==> src/rtl/dds_adc_integrator.sv <==
// Integrate-and-dump stage behind the DDS x ADC mixer: discards settling products,
// then sums N saturating products into one lock-in I/Q value per frequency point.
module dds_adc_integrator #(
   parameter int IN_W    = 32,
   parameter int ACC_W   = 64,
   parameter int CNT_W   = 24,
   parameter int MUL_LAT = 3
) (
   input  logic             clk,
   input  logic             rst,
   input  logic             sample_valid,
   input  logic [IN_W-1:0]  p_in,
   input  logic             start,
   input  logic             abort,
   input  logic [CNT_W-1:0] n_samples,
   input  logic [CNT_W-1:0] n_settle,
   output logic             busy,
   output logic [ACC_W-1:0] result,
   output logic             result_valid,
   output logic             overflow
);

   // state  | meaning
   // IDLE   | waiting for start
   // SETTLE | discarding n_settle products
   // ACCUM  | summing n_samples products
   // DONE   | result delivered this cycle

   typedef enum logic [1:0] {IDLE, SETTLE, ACCUM, DONE} state_t;

   state_t             state;
   logic [MUL_LAT-1:0] vld_sr;
   logic               pvalid;
   logic [CNT_W-1:0]   n_samples_q;
   logic [CNT_W-1:0]   n_settle_q;
   logic [CNT_W-1:0]   cnt;
   logic [ACC_W-1:0]   acc;
   logic [ACC_W:0]     sum_ext;
   logic               sum_ovf;
   logic [ACC_W-1:0]   sum_sat;
   logic               settle_last;
   logic               accum_last;

   // Strobe delay matching the multiplier register depth; runs in every state.
   generate
      if (MUL_LAT == 1) begin : g_lat1
         always_ff @(posedge clk) begin
            if (rst) vld_sr <= '0;
            else     vld_sr <= sample_valid;
         end
      end else begin : g_latn
         always_ff @(posedge clk) begin
            if (rst) vld_sr <= '0;
            else     vld_sr <= {vld_sr[MUL_LAT-2:0], sample_valid};
         end
      end
   endgenerate

   assign pvalid = vld_sr[MUL_LAT-1];

   assign sum_ext = {acc[ACC_W-1], acc} + {{(ACC_W+1-IN_W){p_in[IN_W-1]}}, p_in};
   assign sum_ovf = sum_ext[ACC_W] ^ sum_ext[ACC_W-1];
   // The extra top bit carries the true sign, which picks the clamp direction.
   assign sum_sat = !sum_ovf        ? sum_ext[ACC_W-1:0] :
                    sum_ext[ACC_W]  ? {1'b1, {(ACC_W-1){1'b0}}} :
                                      {1'b0, {(ACC_W-1){1'b1}}};

   assign settle_last = (cnt == n_settle_q  - CNT_W'(1));
   assign accum_last  = (cnt == n_samples_q - CNT_W'(1));

   always_ff @(posedge clk) begin
      if (rst) begin
         state        <= IDLE;
         busy         <= 1'b0;
         result       <= '0;
         result_valid <= 1'b0;
         overflow     <= 1'b0;
         acc          <= '0;
         cnt          <= '0;
         n_samples_q  <= '0;
         n_settle_q   <= '0;
      end else begin
         result_valid <= 1'b0;
         case (state)
            IDLE: begin
               if (start) begin
                  n_samples_q <= n_samples;
                  n_settle_q  <= n_settle;
                  acc         <= '0;
                  cnt         <= '0;
                  overflow    <= 1'b0;
                  if (n_settle != '0) begin
                     state <= SETTLE;
                     busy  <= 1'b1;
                  end else if (n_samples != '0) begin
                     state <= ACCUM;
                     busy  <= 1'b1;
                  end else begin
                     state        <= DONE;
                     result       <= '0;
                     result_valid <= 1'b1;
                  end
               end
            end

            SETTLE: begin
               if (abort) begin
                  state <= IDLE;
                  busy  <= 1'b0;
               end else if (pvalid) begin
                  if (settle_last) begin
                     cnt <= '0;
                     if (n_samples_q != '0) begin
                        state <= ACCUM;
                     end else begin
                        state        <= DONE;
                        result       <= acc;
                        result_valid <= 1'b1;
                        busy         <= 1'b0;
                     end
                  end else begin
                     cnt <= cnt + CNT_W'(1);
                  end
               end
            end

            ACCUM: begin
               if (abort) begin
                  state <= IDLE;
                  busy  <= 1'b0;
               end else if (pvalid) begin
                  acc <= sum_sat;
                  if (sum_ovf) overflow <= 1'b1;
                  if (accum_last) begin
                     state        <= DONE;
                     result       <= sum_sat;
                     result_valid <= 1'b1;
                     busy         <= 1'b0;
                  end else begin
                     cnt <= cnt + CNT_W'(1);
                  end
               end
            end

            DONE: begin
               state <= IDLE;
            end

            default: begin
               state <= IDLE;
               busy  <= 1'b0;
            end
         endcase
      end
   end

endmodule

==> config.mk <==
export PLATFORM = sky130hd
export DESIGN_NAME = dds_adc_integrator
export DESIGN_NICKNAME = d
export VERILOG_FILES = /design/src/rtl/dds_adc_integrator.sv
export SDC_FILE = /design/constraint.sdc
export NUM_CORES = 1
export LEC_CHECK = 0
export CELL_PAD_IN_SITES_DETAIL_PLACEMENT = 0
export CELL_PAD_IN_SITES_GLOBAL_PLACEMENT = 2
export CORE_AREA = 2 2 159 277
export CTS_CLUSTER_DIAMETER = 80
export DETAILED_ROUTE_END_ITERATION = 10
export DIE_AREA = 0 0 161 279
export PLACE_DENSITY = 0.85
export RECOVER_POWER = 25
export SLEW_MARGIN = 20
export SYNTH_ARGS = -nofsm -noshare
export SYNTH_HDL_FRONTEND = slang
export SYNTH_SLANG_ARGS = --single-unit
==> constraint.sdc <==
create_clock -name clk -period 5.2 [get_ports clk]
set_input_delay 1.56 -clock clk [delete_from_list [all_inputs] [get_ports clk]]
set_output_delay 1.56 -clock clk [all_outputs]
set_load 0.005 [all_outputs]
==> flow_metrics.tcl, run 1 <==
set metrics [dict create \
    status "complete, but fails checks" \
    violations "max-capacitance violations, max-slew violations" \
    cp_data_arrival_time_ps 5320 \
    tritoncts_num_sinks 208 \
    mappedNetlistNets 2082 \
    num_vias 14440 \
    layout-area-overhead-vs-synth_pct 21.58 \
    max-vdd-ir-drop_mv 0.2800 \
    launch_point_of_the_worst_path "p_in[0]" \
    cts_setup_buffers 0 \
    finalInstanceArea_mm2 0.01741 \
    pwr_density_cell_mw_per_mm2 370.5 \
    first_global_vias 14470 \
    final_cell_count_no_fill 2614 \
    post_synth_instance_area_mm2 0.01432 \
    setup.worst_path.start_class "input pin" \
    post_drt_via_cell_ratio 5.523 \
    async_reset_ff_share_pct 0 \
    finalMaxSlewViolations 49 \
    cts-resized-gates 0 \
    num-nets-final 2197 \
    synth.avg_cell_area_um2 7.443 \
    critPathMaxFanout 36 \
    portBuffers 151 \
    design.core.area_mm2 0.04254 \
    clockBufferDepth 3 \
    dr.first_iter.drc_count 553 \
    ys_types 76 \
    num_io_pins 152 \
    power.static_leakage_nw 6.824 \
    route.antenna.remaining_nets 0 \
    hpwlAfterDp_um 40100 \
    syn_inst 1924 \
    achievable-frequency_mhz 204.7 \
    postSynthRegisterBits 208 \
    clockRootBuffer "sky130_fd_sc_hd__clkbuf_16" \
    antennaDiodeCount 0 \
    placed_cells_incl_taps 2575 \
    layout_min_cycle_time_ps 4886 \
    multiInputGateArea_mm2 0.009483 \
    crit-reg2reg-launch "n_samples_q[8]" \
    drt-wirelength-per-cell_um 19.65 \
    finalCritPeriodShare_pct 93.95 \
    n_fill_cell 4503 \
    cts_hold_buf 0 \
    worstPathRequired_ps 5630 \
    synth-seq-area-share_pct 29.08 \
    std_cell_rows 100 \
    synth_top_cell_area_share_pct 29.08 \
    synthTopCellsByArea "sky130_fd_sc_hd__dfxtp_1 29%, sky130_fd_sc_hd__nand2_1 6.7%, sky130_fd_sc_hd__ha_1 6.3%" \
    hold_violations 0 \
    initial_antenna_violation_count 0 \
    placed_cell_areas_mm2 0.01665 \
    die_height_um 279 \
    worst_hold_startpoint "vld_sr[0]" \
    tightest_slew_ps 2403 \
    rsz_0062_raised_after_global_routing "false" \
    grt_max_degree 128 \
    dieWidth_um 161 \
    maxSlewHeadroom_pct -60.21 \
    drt-pass1-iter-count 5 \
    synth.largest_area_cell "sky130_fd_sc_hd__dfxtp_1" \
    post-route-drc-count 0 \
    finalClockSkew_ps 8.705 \
    synth_flop_cell "sky130_fd_sc_hd__dfxtp_1" \
    post_route_cells_drive_above_1_share_pct 6.868 \
    maximum_level_of_the_cts_h_tree 1 \
    clock_pin_slew_reported_for_the_worst_setup_and_hold_paths_after_clock_tree_synthesis_ps 60 \
    initial_core_util_pct 33.66 \
    post_synth_edffs 0 \
    worst-setup-path-type "input pin to flip-flop" \
    setup_violations 0 \
    tritoncts "done" \
    critical_path.endpoint_type "flip-flop" \
    clkLatencyLatePin_ps 530 \
    synth_warnings 0 \
    gp_congestion 0.9222 \
    cts_inserted_buffers 23 \
    grt_usage_pct 22.35 \
    grt_first_pass_wirelength_um 79740 \
    drv_cap 1 \
    holdCritPathClass "flip-flop to flip-flop" \
    die_outline_area_mm2 0.04492 \
    grt-ovfl-total 0 \
    sequential_cell_area_mm2 0.004164 \
    postRouteWirelength_um 51360 \
]
-- cell families (layout without fill, tap and decap cells) --
kind of cell             after synthesis  count (layout)  share of synthesized area [%]
AND/OR/NAND/NOR                      734             734                          26.28
AO/OA/AOI/OAI                        606             606                          25.38
flip-flops                           208             208                          29.08
buffers and inverters                175             304                          4.980
XOR/XNOR                             126             126                          7.706
adder cells (fa/ha/maj)               73              73                          6.431
multiplexers                           2               2                         0.1398
-- cell type report --
cell class / instances / share of cell area, %
Multi-Input combinational cell: 1541 / 54.47
Sequential cell: 208 / 23.92
Timing Repair Buffer: 228 / 12.40
Tap cell: 561 / 4.032
Clock buffer: 31 / 3.708
Inverter: 37 / 0.7977
Clock inverter: 8 / 0.6827
-- metrics by stage --
stage / power (mW) / utilization (%) / setup TNS (ps) / hold slack, ps / worst slack (ps)
detailed placement: 4.789 / 39.14 / -15860 / 427.9 / -213.3
CTS: 6.519 / 40.94 / 0 / 449.9 / 286.8
floorplan: 3.922 / - / 0 / 413.8 / 772.7
finish: 6.451 / 40.93 / 0 / 441.6 / 314.5
global route: 6.873 / 40.93 / 0 / 461.7 / 18.00
global placement: 4.768 / 39.14 / -11240 / 433.1 / -155.7
-- state kept, by name, indices dropped and copies added, names as in the netlist --
signal and flops:
acc 64, state 2, overflow 1, result 64, cnt 24, busy 1, n_samples_q 24, result_valid 1
vld_sr 3, n_settle_q 24
-- per-layer routing --
| layer | global-route usage (%) | vias to the layer above | share of wire (%) |
|---|---|---|---|
| li1 | - | 7187 | - |
| met1 | 21.23 | 6852 | 35 |
| met2 | 45.91 | 283 | 57 |
| met3 | 1.990 | 114 | 2.9 |
| met4 | 12.11 | 0 | 5.9 |
| met5 | 0 | - | 0 |
-- where the power goes --
part | internal [mW] | leakage (nW) | switching [mW]
Sequential | 1.75 | 1.68 | 0.219
Combinational | 1.02 | 4.76 | 1.76
Clock | 1.01 | 0.379 | 0.687
Total | 3.78 | 6.82 | 2.67
-- cells in the final DEF (no fill, tap or decap), types with 19 or more instances in the layout --
master,count
sky130_fd_sc_hd__nor3_1,31
sky130_fd_sc_hd__dlygate4sd3_1,40
sky130_fd_sc_hd__nor3b_1,71
sky130_fd_sc_hd__clkdlybuf4s50_1,110
sky130_fd_sc_hd__ha_1,72
sky130_fd_sc_hd__a211oi_1,19
sky130_fd_sc_hd__nand4_1,51
sky130_fd_sc_hd__o21ai_0,163
sky130_fd_sc_hd__buf_4,71
sky130_fd_sc_hd__nand2_1,257
sky130_fd_sc_hd__inv_1,37
sky130_fd_sc_hd__and3_1,21
sky130_fd_sc_hd__clkbuf_16,23
sky130_fd_sc_hd__xnor2_1,75
sky130_fd_sc_hd__or3_1,21
sky130_fd_sc_hd__a31oi_1,69
sky130_fd_sc_hd__nor4_1,28
sky130_fd_sc_hd__a21oi_1,171
sky130_fd_sc_hd__dfxtp_1,208
sky130_fd_sc_hd__nor2_1,141
sky130_fd_sc_hd__nand3_1,24
sky130_fd_sc_hd__o21ai_1,36
sky130_fd_sc_hd__xor2_1,50
sky130_fd_sc_hd__nand2b_1,23
sky130_fd_sc_hd__a21o_1,32
-- final timing paths --
kind | end | slack (ps) | cells after the start
max reg2reg | result[28] | 1070 | 11
min | vld_sr[1] | 440 | 1
min reg2reg | vld_sr[1] | 440 | 1
max | result[28] | 310 | 16
-- Yosys cell counts (14+ instances only) --
cell type,count
sky130_fd_sc_hd__a211oi_1,19
sky130_fd_sc_hd__a21o_1,32
sky130_fd_sc_hd__a21oi_1,171
sky130_fd_sc_hd__a31oi_1,69
sky130_fd_sc_hd__and3_1,21
sky130_fd_sc_hd__buf_2,24
sky130_fd_sc_hd__clkbuf_1,108
sky130_fd_sc_hd__dfxtp_1,208
sky130_fd_sc_hd__ha_1,72
sky130_fd_sc_hd__inv_1,37
sky130_fd_sc_hd__nand2_1,257
sky130_fd_sc_hd__nand2b_1,23
sky130_fd_sc_hd__nand3_1,24
sky130_fd_sc_hd__nand4_1,51
sky130_fd_sc_hd__nor2_1,142
sky130_fd_sc_hd__nor3_1,31
sky130_fd_sc_hd__nor3b_1,72
sky130_fd_sc_hd__nor4_1,28
sky130_fd_sc_hd__o211ai_1,17
sky130_fd_sc_hd__o21a_1,14
sky130_fd_sc_hd__o21ai_0,163
sky130_fd_sc_hd__o21ai_1,36
sky130_fd_sc_hd__o21bai_1,14
sky130_fd_sc_hd__or3_1,21
sky130_fd_sc_hd__xnor2_1,75
sky130_fd_sc_hd__xor2_1,51
-- critical path, cell delays in order --
cell	delay, ps
sky130_fd_sc_hd__clkdlybuf4s50_1	530
sky130_fd_sc_hd__ha_1	200
sky130_fd_sc_hd__inv_1	60
sky130_fd_sc_hd__fa_1	380
sky130_fd_sc_hd__nand2b_1	180
sky130_fd_sc_hd__a21oi_1	210
sky130_fd_sc_hd__o21a_1	190
sky130_fd_sc_hd__o211ai_1	200
sky130_fd_sc_hd__a211oi_1	400
sky130_fd_sc_hd__o21ai_0	180
sky130_fd_sc_hd__a21oi_1	270
sky130_fd_sc_hd__buf_4	190
sky130_fd_sc_hd__xor2_4	230
sky130_fd_sc_hd__buf_12	250
sky130_fd_sc_hd__nor2_1	90
sky130_fd_sc_hd__o21ai_0	190
No activity file was read; power rests on OpenSTA's default activity.
==> run 2: changes to the inputs <==
Settings changed: CAP_MARGIN set to 40, CTS_BUF_LIST set to sky130_fd_sc_hd__clkbuf_2, REMOVE_ABC_BUFFERS set to 1.
==> flow_metrics.tcl, run 2 (synthesis gave the netlist of run 1 again) <==
set metrics [dict create \
    finalSetupTns_ps 0 \
    gp_congestion 0.9136 \
    route.antenna.remaining_nets 0 \
    rsz_0062_raised_after_global_routing "false" \
    final_cell_count_no_fill 2656 \
    critPathMaxFanout 24 \
    cp_data_arrival_time_ps 5580 \
    num-nets-final 2216 \
    cts_inserted_buffers 52 \
    design.core.area_mm2 0.04254 \
    die_height_um 279 \
    regToRegEndpoint "acc[52]" \
    place_ws_ps -460.3 \
    first_global_vias 14920 \
    worst-r2r-setup-slack_ps 1100 \
    tightest_slew_ps 2379 \
    grt_usage_pct 22.61 \
    worst_hold_startpoint "vld_sr[1]" \
    drt-pass1-iter-count 6 \
    setup_violations 0 \
    grt_max_degree 64 \
    clkLatencyLatePin_ps 950 \
    share_of_the_core_filled_with_cells_in_the_final_layout_pct 40.12 \
    power.static_leakage_nw 6.694 \
    dieWidth_um 161 \
    largestRegisters "acc x64, result x64" \
    hpwlAfterDp_um 40340 \
    worstHoldEndpoint "vld_sr[2]" \
    post-route-drc-count 0 \
    std_cell_rows 100 \
    tritoncts "done" \
    reg2reg_path_depth 13 \
    postRouteWirelength_um 52180 \
    mostFrequentLayoutCells "257 x sky130_fd_sc_hd__nand2_1, 208 x sky130_fd_sc_hd__dfxtp_1, 171 x sky130_fd_sc_hd__a21oi_1" \
    crit-reg2reg-launch "acc[9]" \
    finalClockSkew_ps 135.6 \
    dr.first_iter.drc_count 676 \
    clock_pin_slew_reported_for_the_worst_setup_and_hold_paths_after_clock_tree_synthesis_ps 110 \
    hold_violations 0 \
    grt_first_pass_wirelength_um 80590 \
    finalCritPeriodShare_pct 93.01 \
    placed_cells_incl_taps 2565 \
    clockRootBuffer "sky130_fd_sc_hd__clkbuf_2" \
    num_io_pins 152 \
    post_drt_via_cell_ratio 5.508 \
    layout-area-overhead-vs-synth_pct 19.19 \
    initial_antenna_violation_count 2 \
    setup.worst_path.start_class "input pin" \
    layout_commonest_cell "sky130_fd_sc_hd__nand2_1" \
    achievable-frequency_mhz 206.8 \
    finalMaxSlewViolations 87 \
    violations "max-capacitance violations, max-slew violations" \
    initial_core_util_pct 33.66 \
    status "complete, but fails checks" \
    total_power_mw 6.009 \
    clockBufferDepth 3 \
    cts-resized-gates 0 \
    max-vdd-ir-drop_mv 0.1895 \
    pwr_density_cell_mw_per_mm2 352.0 \
    worstPathRequired_ps 5950 \
    num_vias 14630 \
    die_outline_area_mm2 0.04492 \
    worst-setup-path-type "input pin to flip-flop" \
    holdCritPathClass "flip-flop to flip-flop" \
    drv_cap 2 \
    maxSlewHeadroom_pct -58.57 \
    tritoncts_num_sinks 208 \
    post_route_cells_drive_above_1_share_pct 8.309 \
    cts_hold_buf 0 \
    critical_path.endpoint_type "flip-flop" \
    hold_path_depth 1 \
    portBuffers 151 \
    maximum_level_of_the_cts_h_tree 2 \
    worst_slack_ps 363.5 \
    layout_min_cycle_time_ps 4837 \
    drt-wirelength-per-cell_um 19.65 \
    cts_setup_buffers 0 \
    grt-ovfl-total 0 \
]
-- run 2: changes by cell type in the layout (fill, tap and decap cells not counted), moves of 3 or more --
| cell | previous run | this run |
|---|---|---|
| sky130_fd_sc_hd__clkinv_1 | 0 | 10 |
| sky130_fd_sc_hd__clkbuf_8 | 4 | 0 |
| sky130_fd_sc_hd__buf_4 | 71 | 59 |
| sky130_fd_sc_hd__clkbuf_16 | 23 | 0 |
| sky130_fd_sc_hd__clkinv_2 | 4 | 7 |
| sky130_fd_sc_hd__clkbuf_1 | 5 | 2 |
| sky130_fd_sc_hd__clkbuf_2 | 0 | 70 |
| sky130_fd_sc_hd__dlygate4sd3_1 | 40 | 18 |
| sky130_fd_sc_hd__clkdlybuf4s50_1 | 110 | 132 |
-- run 2: critical path: stages --
cell and delay [ps]:
sky130_fd_sc_hd__clkdlybuf4s50_1 420, sky130_fd_sc_hd__ha_1 410, sky130_fd_sc_hd__nand4_1 170, sky130_fd_sc_hd__a2111oi_0 440
sky130_fd_sc_hd__o31ai_1 130, sky130_fd_sc_hd__buf_4 170, sky130_fd_sc_hd__a31oi_1 460, sky130_fd_sc_hd__a21oi_1 180
sky130_fd_sc_hd__o211ai_1 420, sky130_fd_sc_hd__a31o_2 340, sky130_fd_sc_hd__nand2b_1 190, sky130_fd_sc_hd__nand4_1 240
sky130_fd_sc_hd__buf_12 270, sky130_fd_sc_hd__o21ai_0 150
-- run 2: per-stage QoR --
stage          hold WS, ps  area [µm²]
3_5_place_dp         428.7       16590
5_1_grt              460.7       17070
4_1_cts              450.1       17070
2_1_floorplan        413.8       13750
6_report             443.3       17070
3_3_place_gp         433.1       16590
-- run 2: area by class of cell --
class,instances,area (µm²)
clock inverters,20,136.4
fillers,4568,25470
clock buffers,70,350.3
well taps,561,701.9
multi-input cells,1541,9482
diodes,1,2.502
repair buffers,218,2092
inverters,37,138.9
flip-flops and latches,208,4164
-- run 2: how the worst max path moves through the flow --
stage                        from          to  slack [ps]
floorplan           n_samples[18]  result[11]       -3200
global placement          p_in[9]     acc[30]        -300
detailed placement        p_in[9]  result[31]        -460
CTS                       p_in[9]     acc[52]         510
global route                  rst     acc[54]         110
finish                    p_in[9]     acc[52]         360
-- run 2: where the power goes --
part	switching (mW)	internal, mW
Clock	0.728	0.469
Combinational	1.80	1.05
Sequential	0.216	1.75
Total	2.74	3.27
-- run 2: metal layers --
metal / routed length, µm / GRT usage (%)
met5: 0 / 0
met4: 2828 / 11.54
met3: 1777 / 2.867
met1: 17970 / 21.43
met2: 29610 / 46.23
==> run 3: changes to the inputs <==
Settings changed: CTS_BUF_LIST sky130_fd_sc_hd__clkbuf_2 to sky130_fd_sc_hd__clkbuf_4 sky130_fd_sc_hd__clkbuf_8 sky130_fd_sc_hd__clkbuf_16, REMOVE_ABC_BUFFERS 1 to not set.
==> flow_metrics.tcl, run 3 (synthesis gave the netlist of run 1 again) <==
set metrics [dict create \
    clockRootBuffer "sky130_fd_sc_hd__clkbuf_16" \
    total_power_mw 6.542 \
    postRouteWirelength_um 51520 \
    initial_core_util_pct 33.66 \
    maxSlewHeadroom_pct -62.51 \
    pwr_density_cell_mw_per_mm2 374.2 \
    layout_commonest_cell "sky130_fd_sc_hd__nand2_1" \
    critical_path.top_delay_family "compound AO/OA/AOI/OAI gates" \
    finalClockSkew_ps 14.74 \
    worst-setup-path-type "input pin to flip-flop" \
    drt-pass1-iter-count 5 \
    maximum_level_of_the_cts_h_tree 1 \
    hold_violations 0 \
    layout-area-overhead-vs-synth_pct 22.08 \
    drv_cap 1 \
    cts-resized-gates 0 \
    finalMaxSlewViolations 49 \
    cp_num_buf_inv 4 \
    n_fill_cell 4510 \
    portBuffers 151 \
    post_drt_via_cell_ratio 5.536 \
    die_outline_area_mm2 0.04492 \
    cts_hold_buf 0 \
    worstPathRequired_ps 5650 \
    first_global_vias 14690 \
    max-vdd-ir-drop_mv 0.2864 \
    setup.worst_path.start_class "input pin" \
    setup_violations 0 \
    clkLatencyLatePin_ps 530 \
    design.core.area_mm2 0.04254 \
    multiInputGateArea_mm2 0.009483 \
    largestRegisters "acc x64, result x64" \
    grt_max_degree 128 \
    reg2reg_path_depth 11 \
    critPathMaxFanout 36 \
    crit_path_max_incr_delay_ps 530 \
    num_io_pins 152 \
    timing.critical_path.slowest_stage_cell "sky130_fd_sc_hd__clkdlybuf4s50_1" \
    clockBufferDepth 3 \
    achievable-frequency_mhz 206.8 \
    layout_min_cycle_time_ps 4836 \
    critical_path.endpoint_type "flip-flop" \
    finalCritPeriodShare_pct 93.00 \
    holdCritPathClass "flip-flop to flip-flop" \
    initial_antenna_violation_count 1 \
    drt-wirelength-per-cell_um 19.70 \
    post-route-drc-count 0 \
    num-nets-final 2199 \
    dr.first_iter.drc_count 628 \
    violations "max-capacitance violations, max-slew violations" \
    gp_congestion 0.9222 \
    grt_first_pass_wirelength_um 79900 \
    std_cell_rows 100 \
    num_vias 14480 \
    status "complete, but fails checks" \
    cts_inserted_buffers 23 \
    hpwlAfterDp_um 40090 \
    route.antenna.remaining_nets 0 \
    grt-ovfl-total 0 \
    clock_pin_slew_reported_for_the_worst_setup_and_hold_paths_after_clock_tree_synthesis_ps 60 \
    cts_setup_buffers 0 \
    worst_path_cell_chain "clkdlybuf4s50_1 -> ha_1 -> inv_1 -> fa_1 -> nand2b_1 -> a21oi_1 -> o21a_1 -> o211ai_1 -> a211oi_1 -> o21ai_0 -> a21oi_1 -> buf_4 -> xor2_4 -> buf_12 -> nor2_1 -> o21ai_0" \
    share_of_the_core_filled_with_cells_in_the_final_layout_pct 41.09 \
    tritoncts "done" \
    mostFrequentLayoutCells "257 x sky130_fd_sc_hd__nand2_1, 208 x sky130_fd_sc_hd__dfxtp_1, 171 x sky130_fd_sc_hd__a21oi_1" \
    grt_usage_pct 22.35 \
    crit_cells 16 \
    post_route_cells_drive_above_1_share_pct 7.063 \
    cp_data_arrival_time_ps 5280 \
    die_height_um 279 \
    tightest_slew_ps 2438 \
    dieWidth_um 161 \
    power.static_leakage_nw 6.768 \
    sequential_cell_area_mm2 0.004164 \
    hold_path_depth 1 \
    rsz_0062_raised_after_global_routing "false" \
    tritoncts_num_sinks 208 \
]
-- run 3: path summary, 6_finish.rpt --
check	start	endpoint	slack (ps)
hold reg to reg	vld_sr[0]	vld_sr[1]	440
setup / recovery	p_in[0]	result[14]	360
setup reg to reg	n_samples_q[8]	result[14]	1180
hold / removal	vld_sr[0]	vld_sr[1]	440
-- run 3: stage by stage --
stage	worst slack (ps)	hold slack [ps]	area [µm²]	setup TNS (ps)	instances
3_5_place_dp	-209.1	427.9	16680	-15080	2576
3_3_place_gp	-155.7	433.1	16650	-11240	2575
5_1_grt	35.35	461.5	17480	0	2615
6_report	364.0	440.7	17480	0	2615
4_1_cts	323.9	449.6	17470	0	2613
2_1_floorplan	772.7	413.8	14320	0	1924
-- run 3: final cells by class --
| class | count | area share [%] |
|---|---|---|
| Antenna cell | 1 | 0.01431 |
| Clock buffer | 29 | 3.693 |
| Clock inverter | 8 | 0.8302 |
| Inverter | 37 | 0.7944 |
| Multi-Input combinational cell | 1541 | 54.24 |
| Sequential cell | 208 | 23.82 |
| Tap cell | 561 | 4.015 |
| Timing Repair Buffer | 230 | 12.59 |
-- run 3: routing by layer --
metal | share of wire (%) | GRT usage (%)
met5 | 0 | 0
met3 | 2.8 | 2.094
met1 | 35 | 21.00
met4 | 6.3 | 13.16
met2 | 56 | 45.60
-- run 3: where the power goes --
part / switching (mW) / leakage (nW) / internal, mW
Sequential: 0.219 / 1.68 / 1.75
Combinational: 1.77 / 4.70 / 1.04
Clock: 0.692 / 0.386 / 1.07
Total: 2.68 / 6.77 / 3.86
-- run 3: worst register-to-register path, cell delays in order (launching register included) --
cell                       delay, ps
sky130_fd_sc_hd__dfxtp_1         410
sky130_fd_sc_hd__nor3_1          650
sky130_fd_sc_hd__nand3_2         360
sky130_fd_sc_hd__o31ai_2         350
sky130_fd_sc_hd__nand4_1         150
sky130_fd_sc_hd__nor4_2          420
sky130_fd_sc_hd__o211ai_2        250
sky130_fd_sc_hd__a211oi_4        350
sky130_fd_sc_hd__buf_12          470
sky130_fd_sc_hd__nor3b_1         210
sky130_fd_sc_hd__a31oi_1         150
sky130_fd_sc_hd__o21ai_0         110
==> edit 1: new RTL, flow settings as in run 2 <==
Put one more register stage on the output `overflow`, with the module's reset. The value now appears one clock later. The other outputs are not delayed to match.
--- a/src/rtl/dds_adc_integrator.sv
+++ b/src/rtl/dds_adc_integrator.sv
@@ -28,4 +28,6 @@
 
    typedef enum logic [1:0] {IDLE, SETTLE, ACCUM, DONE} state_t;
+
+   logic overflow_s0;
 
    state_t             state;
@@ -75,5 +77,5 @@
          result       <= '0;
          result_valid <= 1'b0;
-         overflow     <= 1'b0;
+         overflow_s0  <= 1'b0;
          acc          <= '0;
          cnt          <= '0;
@@ -89,5 +91,5 @@
                   acc         <= '0;
                   cnt         <= '0;
-                  overflow    <= 1'b0;
+                  overflow_s0 <= 1'b0;
                   if (n_settle != '0) begin
                      state <= SETTLE;
@@ -131,5 +133,5 @@
                end else if (pvalid) begin
                   acc <= sum_sat;
-                  if (sum_ovf) overflow <= 1'b1;
+                  if (sum_ovf) overflow_s0 <= 1'b1;
                   if (accum_last) begin
                      state        <= DONE;
@@ -155,4 +157,12 @@
    end
 
+   always_ff @(posedge clk) begin
+      if (rst) begin
+         overflow <= '0;
+      end else begin
+         overflow <= overflow_s0;
+      end
+   end
+
 endmodule
 
Function: same outputs for any inputs over 4 cycles, from zero or initial values and one cycle with rst high; that may be too few to reach the edited logic, so the function may still have changed.
==> edit 1 against run 2 <==
The flow still finishes with violations (capacitance limit, slew limit). Area after synthesis down 1.5%. Sequential share of layout area decreased by 1.4 points. Sequential cell count rose by 1. Routed wire length about the same. Design area up 6.5%. Global-route usage increased by 0.29 points. Utilization rose by 2.6 points. Power decreased by 0.93%. Register-to-register slack worse by 0.15 ns. Maximum frequency up 0.69%. Worst setup slack improved by 0.033 ns. Critical path type unchanged. Highest routed layer unchanged.
==> edit 1: results (changes against run 2) <==
[route]
wl_per_cell_um = 18.83  ; was 19.65 um
dr_wl_met2_mm = 30.18  ; was 29.61 mm
drt_iter0_markers = 605  ; was 676
vias = 14656  ; was 14,628
wl_met3_mm = 1.511  ; was 1.777 mm

[run_status]
violations = capacitance limit, slew limit  ; unchanged
status = finished, violations left  ; unchanged

[yosys]
synth_area_leaders = dfxtp_1, a21oi_1, nand2_1, ha_1, xnor2_1  ; was dfxtp_1, nand2_1, ha_1, a21oi_1, o21ai_0
synth_commonest_cells = nand2_1, dfxtp_1, a21oi_1  ; unchanged
ys_seq_area_share_pct = 29.67  ; was 29.08%

[place]
dpl_cell_area_sq_um = 17670  ; was 16,590 sq um
gp_congestion = 0.9365  ; was 0.9136
place_inst = 2677  ; was 2,565

[finish]
drive_above_1_share_pct = 17.19  ; was 8.309%
nets = 2333  ; was 2,216
final_cells = 2773  ; was 2,656

[worst_setup_path]
reg2reg_depth = 14  ; was 13
r2r_start = n_settle_q[0]  ; was acc[9]
crit_slowest_cell = clkbuf_1  ; was a31oi_1
cpPeakStageDelay_ns = 1.96  ; was 0.46 ns
r2r_setup_slack_ns = 0.95  ; was 1.10 ns
critPathMaxFanout = 62  ; was 24
crit_family = buffers and inverters  ; was compound AO/OA/AOI/OAI gates

[flow_run]
maxCapViolations = 2  ; unchanged

[power_and_ir_drop]
switchingPower_w = 0.002593  ; was 0.002739 W
peakVddDrop_mv = 0.1672  ; was 0.1895 mV

[global_route]
antenna_found_initial = 1  ; was 2

[clocking]
cts_inserted_buffers = 54  ; was 52
clock_latency_ns = 0.92  ; was 0.95 ns

[sta]
hold_slack_ns = 0.4478  ; was 0.4433 ns
worst_pin_slew_ns = 2.647  ; was 2.379 ns
skew_ns = 0.06356  ; was 0.1356 ns
maxSlewViolCount = 92  ; was 87

==> edit 1: cell types whose count changed in the layout (fill, tap and decap cells not counted), moves of 13 or more <==
cell,run 2,this run
buf_4,59,224
nor2_1,141,127
a21oi_1,171,195
nand4_1,51,38
nor3b_1,71,5
nor3_1,31,46
nand3b_1,3,26
a31oi_1,69,14
a22oi_2,0,20
a22oi_1,2,19
xnor2_1,75,91
==> edit 1: area by class of cell <==
class                           count  area [sq um]
Antenna cell                        1         2.502
Clock buffer                       79         395.4
Clock inverter                     13         77.57
Fill cell                        4592         24370
Inverter                           37         138.9
Multi-Input combinational cell   1483          9231
Sequential cell                   209          4184
Tap cell                          561         701.9
Timing Repair Buffer              390          3443
==> edit 1: metrics by stage <==
stage / power, W / TNS [ns]
after floorplan: 0.003572 / -98.69
after global placement: 0.004720 / -25.24
after detailed placement: 0.004774 / -35.92
after CTS: 0.005989 / 0
after global routing: 0.006393 / 0
final: 0.005953 / 0
==> edit 1: cell families (layout without fill, tap and decap cells) <==
| logic type | count (synthesis) | after routing | share of synthesized area, % |
|---|---|---|---|
| AOI/OAI and AO/OA | 583 | 583 | 25.38 |
| xor gates and xnor gates | 136 | 136 | 8.545 |
| adders and majority gates | 73 | 73 | 6.531 |
| buffers and inverters | 163 | 519 | 5.022 |
| DFF | 209 | 209 | 29.67 |
| muxes | 8 | 8 | 0.5679 |
| other | 0 | 1 | 0 |
| and+or+nand+nor | 683 | 683 | 24.29 |
==> edit 1: worst max path at each step <==
stage              from         to  slack [ns]
3_5_place_dp   p_in[31]    acc[48]       -0.45
2_1_floorplan   p_in[0]  result[4]       -1.02
5_1_grt             rst    acc[55]        0.17
3_3_place_gp    p_in[2]    acc[38]       -0.32
6_report            rst    acc[57]        0.40
4_1_cts        p_in[31]    acc[48]        0.60
==> edit 2: new RTL, flow settings as in run 2 <==
Made on the original files. `CNT_W`: 24 -> 12.
--- a/src/rtl/dds_adc_integrator.sv
+++ b/src/rtl/dds_adc_integrator.sv
@@ -4,5 +4,5 @@
    parameter int IN_W    = 32,
    parameter int ACC_W   = 64,
-   parameter int CNT_W   = 24,
+   parameter int CNT_W   = 12,
    parameter int MUL_LAT = 3
 ) (
Interface: changed (resized n_samples and n_settle); port bits go from 152 to 128. No check against the original RTL was run, so the function may have changed too.
==> edit 2 against run 2 <==
The run still ends with capacitance limit, slew limit left. Power fell by 12%. First-iteration DRC count fell by 12%. Sequential cell count fell by 36. Sequential power fell by 17%. Area after synthesis fell by 15%. Die area did not move. Via count fell by 8.3%. Routed wire length fell by 4.8%. Non-clock buffer count rose by 111. Worst setup slack improved by 0.26 ns. Design area fell by 8.8%. Register-to-register slack got worse by 0.18 ns. Critical path type unchanged. Largest power group unchanged.
==> edit 2: results (changes against run 2) <==
[run_status]
status = finished, violations left  ; unchanged
violations = capacitance limit, slew limit  ; unchanged

[place]
gp_congestion = 0.9505  ; was 0.9136
dpl.hpwl_mm = 39.72  ; was 40.34 mm
port_buffers = 127  ; was 151
place_ws_ns = -0.1596  ; was -0.4603 ns

[finish]
drive_above_1_share_pct = 14.43  ; was 8.309%
fillers = 4624  ; was 4,568
nets = 2034  ; was 2,216
reg_top3 = acc (64), result (64)  ; unchanged

[worst_setup_path]
cpPeakStageDelay_ns = 0.51  ; was 0.46 ns
critPathMaxFanout = 33  ; was 24
cp.arrival_ns = 5.29  ; was 5.58 ns
crit_slowest_cell = a2111oi_0  ; was a31oi_1

[power_and_ir_drop]
p_leak_nw = 6.025  ; was 6.694 nW
peakVddDrop_mv = 0.2414  ; was 0.1895 mV

[route]
routed_via_density = 5.417  ; was 5.508
dr.pass1.iters = 5  ; was 6
drt_iter0_markers = 595  ; was 676
wl_per_cell_um = 20.08  ; was 19.65 um

[yosys]
async_flop_share_pct = 0  ; unchanged
ys_warn_count = 0  ; unchanged
synthMuxAreaShare_pct = 0.4338  ; was 0.1398%
synth_compound_area_share_pct = 30.70  ; was 25.38%
synthAdderAreaFrac_pct = 7.603  ; was 6.431%
synthXorXnorAreaFrac_pct = 5.495  ; was 7.706%
synth_area_leaders = dfxtp_1, a21oi_1, ha_1, nand2_1, o21ai_0  ; was dfxtp_1, nand2_1, ha_1, a21oi_1, o21ai_0
synth_flop_cell = dfxtp_1  ; unchanged
synth_edf_count = 0  ; unchanged
synth_commonest_cells = nand2_1, a21oi_1, dfxtp_1  ; was nand2_1, dfxtp_1, a21oi_1
ys_seq_area_share_pct = 28.43  ; was 29.08%
ys_types = 68  ; was 76

[clocking]
clk_pin_slew_ns = 0.35  ; was 0.11 ns
ctsHtreeMaxLevel = 4  ; was 2
clock_latency_ns = 0.90  ; was 0.95 ns
cts_inserted_buffers = 17  ; was 52
ctsRootBufferMaster = clkbuf_2  ; unchanged
post_cts_buffers = 0  ; unchanged
post_cts_resized = 0  ; unchanged
cts.path.max_buffers = 2  ; was 3

[sta]
max_slew_margin_pct = -37.56  ; was -58.57%
maxSlewViolCount = 44  ; was 87
skew_ns = 0.06839  ; was 0.1356 ns

[global_route]
antenna_found_initial = 1  ; was 2
grt_pass1_wl_mm = 75.53  ; was 80.59 mm
grt_max_degree = 51  ; was 64
grt_pass1_vias = 13638  ; was 14,919
track_usage_pct = 21.89  ; was 22.61%

[flow_run]
maxCapViolations = 2  ; unchanged

## edit 2: layout make-up
cell class                      instances  area [sq um]  area share [%]
Timing Repair Buffer                  329          2877           18.48
Antenna cell                            1         2.502         0.01608
Sequential cell                       172          3443           22.12
Tap cell                              561         701.9           4.509
Clock buffer                           17         85.08          0.5466
Multi-Input combinational cell       1353          8158           52.41
Clock inverter                         15         197.7           1.270
Inverter                               27         101.3          0.6511
## edit 2: final timing paths
path | from | end | slack (ns) | cells past startpoint
worst max-delay path | p_in[31] | result[61] | 0.62 | 15
worst min-delay path | vld_sr[1] | vld_sr[2] | 0.42 | 1
worst max register to register | n_samples_q[1] | result[49] | 0.92 | 12
worst min register to register | vld_sr[1] | vld_sr[2] | 0.42 | 1
## edit 2: power by group
group          switching [W]  internal [W]  leakage, nW
Combinational        0.00180       0.00109         4.48
Clock               0.000603      0.000212        0.157
Sequential          0.000163       0.00145         1.39
## edit 2: through the flow
step           std cells  area, sq um
6_report            2475        15570
5_1_grt             2475        15570
4_1_cts             2473        15560
3_5_place_dp        2441        15270
3_3_place_gp        2439        15240
2_1_floorplan       1552        11660
## edit 2: kinds of logic after synthesis
logic type / count (synthesis)
adder cells (fa/ha/maj): 73
XOR/XNOR: 76
multiplexers: 5
AND/OR/NAND/NOR: 594
flip-flops: 172
buffers and inverters: 135
AO/OA/AOI/OAI: 605
## edit 2: worst max-delay path: cells and delay by family
family / cells / cell delay (ns)
simple gates: 3 / 0.73
xor+xnor: 1 / 0.11
fa+ha+maj: 1 / 0.40
compound gates: 5 / 1.21
buf+inv: 5 / 1.25
## edit 2: per-layer routing
metal  global-route usage (%)  vias to the layer above  wire [um]
li1                         -                     6544          -
met1                    19.92                     6336      16940
met2                    43.63                      385      27340
met3                    2.986                      142       1606
met4                    15.27                        0       3809
met5                        0                        -          0
